===== config.mk =====
export PLATFORM = sky130hd
export DESIGN_NAME = tilelink_arbiter
export DESIGN_NICKNAME = d
export VERILOG_FILES = /design/src/rtl/tilelink_arbiter_pkg.sv /design/src/rtl/tilelink_arbiter_rr_pick2.sv /design/src/rtl/tilelink_arbiter.sv
export SDC_FILE = /design/constraint.sdc
export NUM_CORES = 1
export LEC_CHECK = 0
export CAP_MARGIN = 40
export CELL_PAD_IN_SITES_DETAIL_PLACEMENT = 0
export CELL_PAD_IN_SITES_GLOBAL_PLACEMENT = 2
export CORE_ASPECT_RATIO = 0.5
export CORE_MARGIN = 5
export CORE_UTILIZATION = 10
export DETAILED_ROUTE_END_ITERATION = 10
export GPL_TIMING_DRIVEN = 0
export PLACE_DENSITY = 0.93
export SYNTH_ARGS = -nofsm -noshare
export SYNTH_HDL_FRONTEND = slang
export SYNTH_SLANG_ARGS = --single-unit

===== constraint.sdc =====
create_clock -name clock -period 2.71 [get_ports clock]
set_input_delay 0.542 -clock clock [delete_from_list [all_inputs] [get_ports clock]]
set_output_delay 0.542 -clock clock [all_outputs]
set_load 0.03 [all_outputs]

===== src/rtl/tilelink_arbiter_pkg.sv =====
// Shared TileLink-UL payload types, opcode constants and arbiter state encoding.
package tilelink_arbiter_pkg;

  localparam int unsigned TL_AW    = 32;
  localparam int unsigned TL_DW    = 32;
  localparam int unsigned TL_SRC_W = 4;

  localparam logic [2:0] TL_A_PUT_FULL        = 3'd0;
  localparam logic [2:0] TL_A_PUT_PARTIAL     = 3'd1;
  localparam logic [2:0] TL_A_GET             = 3'd4;
  localparam logic [2:0] TL_D_ACCESS_ACK      = 3'd0;
  localparam logic [2:0] TL_D_ACCESS_ACK_DATA = 3'd1;

  typedef struct packed {
    logic                  a_valid;
    logic [2:0]            a_opcode;
    logic [2:0]            a_param;
    logic [1:0]            a_size;
    logic [TL_SRC_W-1:0]   a_source;
    logic [TL_AW-1:0]      a_address;
    logic [TL_DW/8-1:0]    a_mask;
    logic [TL_DW-1:0]      a_data;
  } tilelink_a;

  typedef struct packed {
    logic                  d_valid;
    logic [2:0]            d_opcode;
    logic [1:0]            d_param;
    logic [1:0]            d_size;
    logic [TL_SRC_W-1:0]   d_source;
    logic                  d_sink;
    logic                  d_error;
    logic [TL_DW-1:0]      d_data;
  } tilelink_d;

  typedef enum logic {
    IDLE = 1'b0,
    BUSY = 1'b1
  } arb_state_e;

endpackage


===== src/rtl/tilelink_arbiter_rr_pick2.sv =====
// Two-way round-robin picker: a lone requester wins; on a tie the one that did not win last wins.
module tilelink_arbiter_rr_pick2 (
  input  logic [1:0] req,
  input  logic       last,
  output logic [1:0] grant,
  output logic       winner
);

  always_comb begin
    winner = (&req) ? !last : req[1];
    grant  = 2'b00;
    if (|req) begin
      grant[winner] = 1'b1;
    end
  end

endmodule


===== src/rtl/tilelink_arbiter.sv =====
// Two-master TileLink-UL arbiter: one outstanding transaction, round-robin grant,
// response steering by owner, and a response timeout that synthesises an error.
module tilelink_arbiter
  import tilelink_arbiter_pkg::*;
#(
  parameter int unsigned TIMEOUT = 16,
  parameter int unsigned CNT_W   = 8
) (
  input  logic      clock,
  input  logic      reset_in,
  input  tilelink_a m0_tla,
  output logic      m0_a_ready,
  output tilelink_d m0_tld,
  input  tilelink_a m1_tla,
  output logic      m1_a_ready,
  output tilelink_d m1_tld,
  output tilelink_a s_tla,
  input  tilelink_d s_tld,
  output logic      busy,
  output logic      stray_resp
);

  arb_state_e          state_q, state_d;
  logic                rr_last_q, rr_last_d;
  logic                owner_q, owner_d;
  logic                get_q, get_d;
  logic                stray_q, stray_d;
  logic [TL_SRC_W-1:0] src_q, src_d;
  logic [CNT_W-1:0]    cnt_q, cnt_d;

  logic [1:0] req;
  logic [1:0] grant;
  logic       winner;
  logic       resp_fire;
  logic       tmo_fire;
  logic       do_grant;
  tilelink_a  win_tla;
  tilelink_d  rsp;

  assign req = {m1_tla.a_valid, m0_tla.a_valid};

  tilelink_arbiter_rr_pick2 u_pick (
    .req    (req),
    .last   (rr_last_q),
    .grant  (grant),
    .winner (winner)
  );

  // A real response on the timeout cycle takes priority over the synthesised error.
  always_comb begin
    resp_fire = (state_q == BUSY) && s_tld.d_valid;
    tmo_fire  = (state_q == BUSY) && !s_tld.d_valid && (cnt_q == CNT_W'(TIMEOUT - 1));
    do_grant  = !reset_in && (|grant) && ((state_q == IDLE) || resp_fire);
    win_tla   = winner ? m1_tla : m0_tla;
  end

  // Combinational request forwarding and response steering.
  always_comb begin
    s_tla      = '0;
    m0_a_ready = 1'b0;
    m1_a_ready = 1'b0;
    rsp        = '0;
    m0_tld     = '0;
    m1_tld     = '0;
    if (do_grant) begin
      s_tla          = win_tla;
      s_tla.a_source = TL_SRC_W'(winner);
      s_tla.a_valid  = 1'b1;
      m0_a_ready     = !winner;
      m1_a_ready     = winner;
    end
    if (resp_fire) begin
      rsp          = s_tld;
      rsp.d_source = src_q;
    end else if (tmo_fire) begin
      rsp.d_valid  = 1'b1;
      rsp.d_error  = 1'b1;
      rsp.d_opcode = get_q ? TL_D_ACCESS_ACK_DATA : TL_D_ACCESS_ACK;
      rsp.d_source = src_q;
    end
    if (owner_q) begin
      m1_tld = rsp;
    end else begin
      m0_tld = rsp;
    end
  end

  always_comb begin
    state_d   = state_q;
    rr_last_d = rr_last_q;
    owner_d   = owner_q;
    get_d     = get_q;
    src_d     = src_q;
    cnt_d     = cnt_q;
    stray_d   = stray_q;
    case (state_q)
      IDLE: begin
        if (s_tld.d_valid) begin
          stray_d = 1'b1;
        end
      end
      BUSY: begin
        if (resp_fire || tmo_fire) begin
          state_d = IDLE;
        end else begin
          cnt_d = cnt_q + CNT_W'(1);
        end
      end
      default: state_d = IDLE;
    endcase
    // Grant overrides the completion return to IDLE for back-to-back transfers.
    if (do_grant) begin
      state_d   = BUSY;
      owner_d   = winner;
      rr_last_d = winner;
      cnt_d     = '0;
      src_d     = win_tla.a_source;
      get_d     = (win_tla.a_opcode == TL_A_GET);
    end
  end

  always_ff @(posedge clock or posedge reset_in) begin
    if (reset_in) begin
      state_q   <= IDLE;
      rr_last_q <= 1'b1;
      owner_q   <= 1'b0;
      get_q     <= 1'b0;
      src_q     <= '0;
      cnt_q     <= '0;
      stray_q   <= 1'b0;
    end else begin
      state_q   <= state_d;
      rr_last_q <= rr_last_d;
      owner_q   <= owner_d;
      get_q     <= get_d;
      src_q     <= src_d;
      cnt_q     <= cnt_d;
      stray_q   <= stray_d;
    end
  end

  assign busy       = (state_q == BUSY);
  assign stray_resp = stray_q;

endmodule


==> metrics.txt <==
Logic pwr share 68.7%; row count 39; P_int 1150 µW; Post-Synth XOR/XNOR Area 0.763%; Final Setup Violations 0; Post-Synth Adder-Cell Area 0.545%; multiplexer share of the synthesized area 2.18%; WL final 19600 µm; cell family with most CP delay simple AND/OR/NAND/NOR gates; Simple-Gate Fraction of Synth Area 31.7%; antenna violations before repair 2; Layout Cells excl Fill 987; Bufs and invs on worst path 1; Psw 872 µW; slowest stage delay, CP 590 ps; Clock transition at path regs 50 ps; layout cells sized above 1 23.1%; CP endpoint kind primary output; power share of the clock group 14.8%; NumNets Final 891; area fraction in compound gates after synthesis 37.3%; largest family of logic cells by synthesized area compound AO/OA/AOI/OAI gates; CTS buffer count 3; register share of total power 16.5%; IO Pins 387; reg-to-reg setup timing slack 960 ps; Core Util, Final 28.8%; Synth Flop Type dfrtp_1; drt via density 3.83; I/O Buffers 379; Synth async-reset ratio 100%; Area growth, synth to finish 185%; Max Clk Rate 375 MHz; core area 22700 µm²; fin crit share 98.3%; number of enable flip-flop cells after synthesis 0; Netlist cell types 32; Yosys top cell area share 29.8%; Final Skew 1.84 ps; 1st-pass router iterations 4; yosys warns 0; Vias 3784; Final Total Pwr 2020 µW; gr usage total 13.0%; register area share after synthesis 18.6%; setup slack at placement -1270 ps; register bit total from synthesis 17; die area 26300 µm²; Hold Violations, Final 0; Starting Density 10.1%; min-delay worst type input pin to asynchronous set/reset pin; worst hold slack 470 ps; final worst slack 45.2 ps; Post-DP HPWL 17000 µm; RePlAce Congestion 0.844; syn avg cell area 8.08 µm²; synth top area cells a22o_1 (30%), and2_1 (23%), dfrtp_1 (17%), buf_2 (3.1%), a21o_1 (2.3%); CTS sink count 17; worst skew pair latency 250 ps; Required @ worst endpoint 2170 ps; DP Cell Count 972; RSZ-0062 raised after global routing no; Net Sw Frac 43.1%; Final min period 2660 ps; CP max FO 7; DRC errors left 0; CP cell instances or4_4, nor2_4, o211a_4, and2_1, buf_4; die width 224 µm; WL/cell 19.9 µm; most frequent cells after synthesis and2_1 (86), a22o_1 (78), dfrtp_1 (16), buf_2 (14), nor2_1 (11); Worst setup SP type flop; antenna viol nets, final 0; number of global-route vias before repair 3621; H-tree depth 1; Die H 117 µm; CTS max path bufs 2; Crit Path Category flop to primary output; cell taking the most area after synthesis a22o_1; Pins Over Slew Limit 0; peak supply drop 0.000182 V; largest net degree at the start of global routing 18; CP max stage cell or4_4; count leader, synth and2_1; power per cell area 310 nW/µm²; status completed; DRT iter0 DRCs 173; TritonCTS clock tree built; max-cap check violation count 0; clock root cell clkbuf_16; area of the mapped netlist 2290 µm²; Post-Synthesis Cells 284; first-pass GRT wire length 25500 µm; global route overflow 0; P_leak 0.00334 µW; Critical Path AT 2120 ps
## repair_timing
item                                    in CTS  in global routing
pin swaps                                    4                  5
gates resized for setup                    512                 69
hold buffers                                 0                  0
gates cloned                                 2                  0
buffers inserted                             9                  0
endpoints found under the setup margin     172                 74
## worst min-delay path, stage by stage
cell,delay (ps)
clkdlybuf4s15_1,210
clkinvlp_4,90
buf_4,260
## cells by family (layout without fill, tap and decap cells)
family | Yosys count | in the layout
adders and majority gates | 1 | 1
buffers and inverters | 37 | 430
and+or+nand+nor | 120 | 120
DFF | 17 | 17
xor gates and xnor gates | 2 | 2
muxes | 5 | 5
other | 1 | 4
AOI/OAI and AO/OA | 101 | 101
## final cells by class
cell class / instances / area, µm²
clock buffer: 4 / 78.8
buffer: 31 / 241
multi-input combinational: 232 / 1760
antenna: 1 / 2.50
fill: 2434 / 16200
sequential: 17 / 428
inverter: 5 / 22.5
tap: 307 / 384
timing repair buffer: 390 / 3620
## final timing paths
kind                            start         end  depth (start not counted)
setup / recovery             cnt_q[6]  m1_tld[36]                          5
hold / removal               reset_in     owner_q                          3
setup reg to reg             cnt_q[6]    cnt_q[3]                          4
hold reg to reg            stray_resp  stray_resp                          1
max in group asynchronous    reset_in   rr_last_q                          3
min in group clock         stray_resp  stray_resp                          1
## flip-flops by register name, summed over array words and instances (netlist names)
signal      count
busy            1
cnt_q           8
stray_resp      1
owner_q         1
rr_last_q       1
get_q           1
src_q           4
## placed cells by master (no fill, tap or decap), types with 4 or more instances in the layout
cell type        count
clkbuf_4             4
dlygate4sd2_1       32
buf_2               62
dfrtp_1             15
and2_1              86
a21o_1               7
clkdlybuf4s15_1      5
clkbuf_2            12
nand3_1              5
mux2i_1              5
a22o_1              75
nor2_1               8
buf_6                9
inv_1                4
nand2_1              4
dlymetal6s2s_1      19
buf_4               32
clkdlybuf4s50_1    230
clkdlybuf4s15_2      8
## power by group through the flow
stage / clock (µW) / combinational, µW / sequential [µW]
2_1_floorplan: 0 / 658 / 314
3_3_place_gp: 0 / 1400 / 338
3_5_place_dp: 0 / 1410 / 340
4_1_cts: 306 / 1410 / 337
5_1_grt: 320 / 1460 / 340
6_report: 300 / 1390 / 334
## routing by layer
metal	wire length (µm)	up-vias	GRT usage, %
met5	0	-	0
met4	382	0	2.55
met3	518	29	1.15
met2	10500	97	23.6
met1	8160	1832	17.2
li1	-	1826	-
## stage by stage
step,TNS [ps],area (µm²)
6_report,0,6530
5_1_grt,0,6530
4_1_cts,0,6590
3_5_place_dp,-142390,6480
3_3_place_gp,-136590,6480
2_1_floorplan,0,2300
Power figures use the tool's default switching activity.
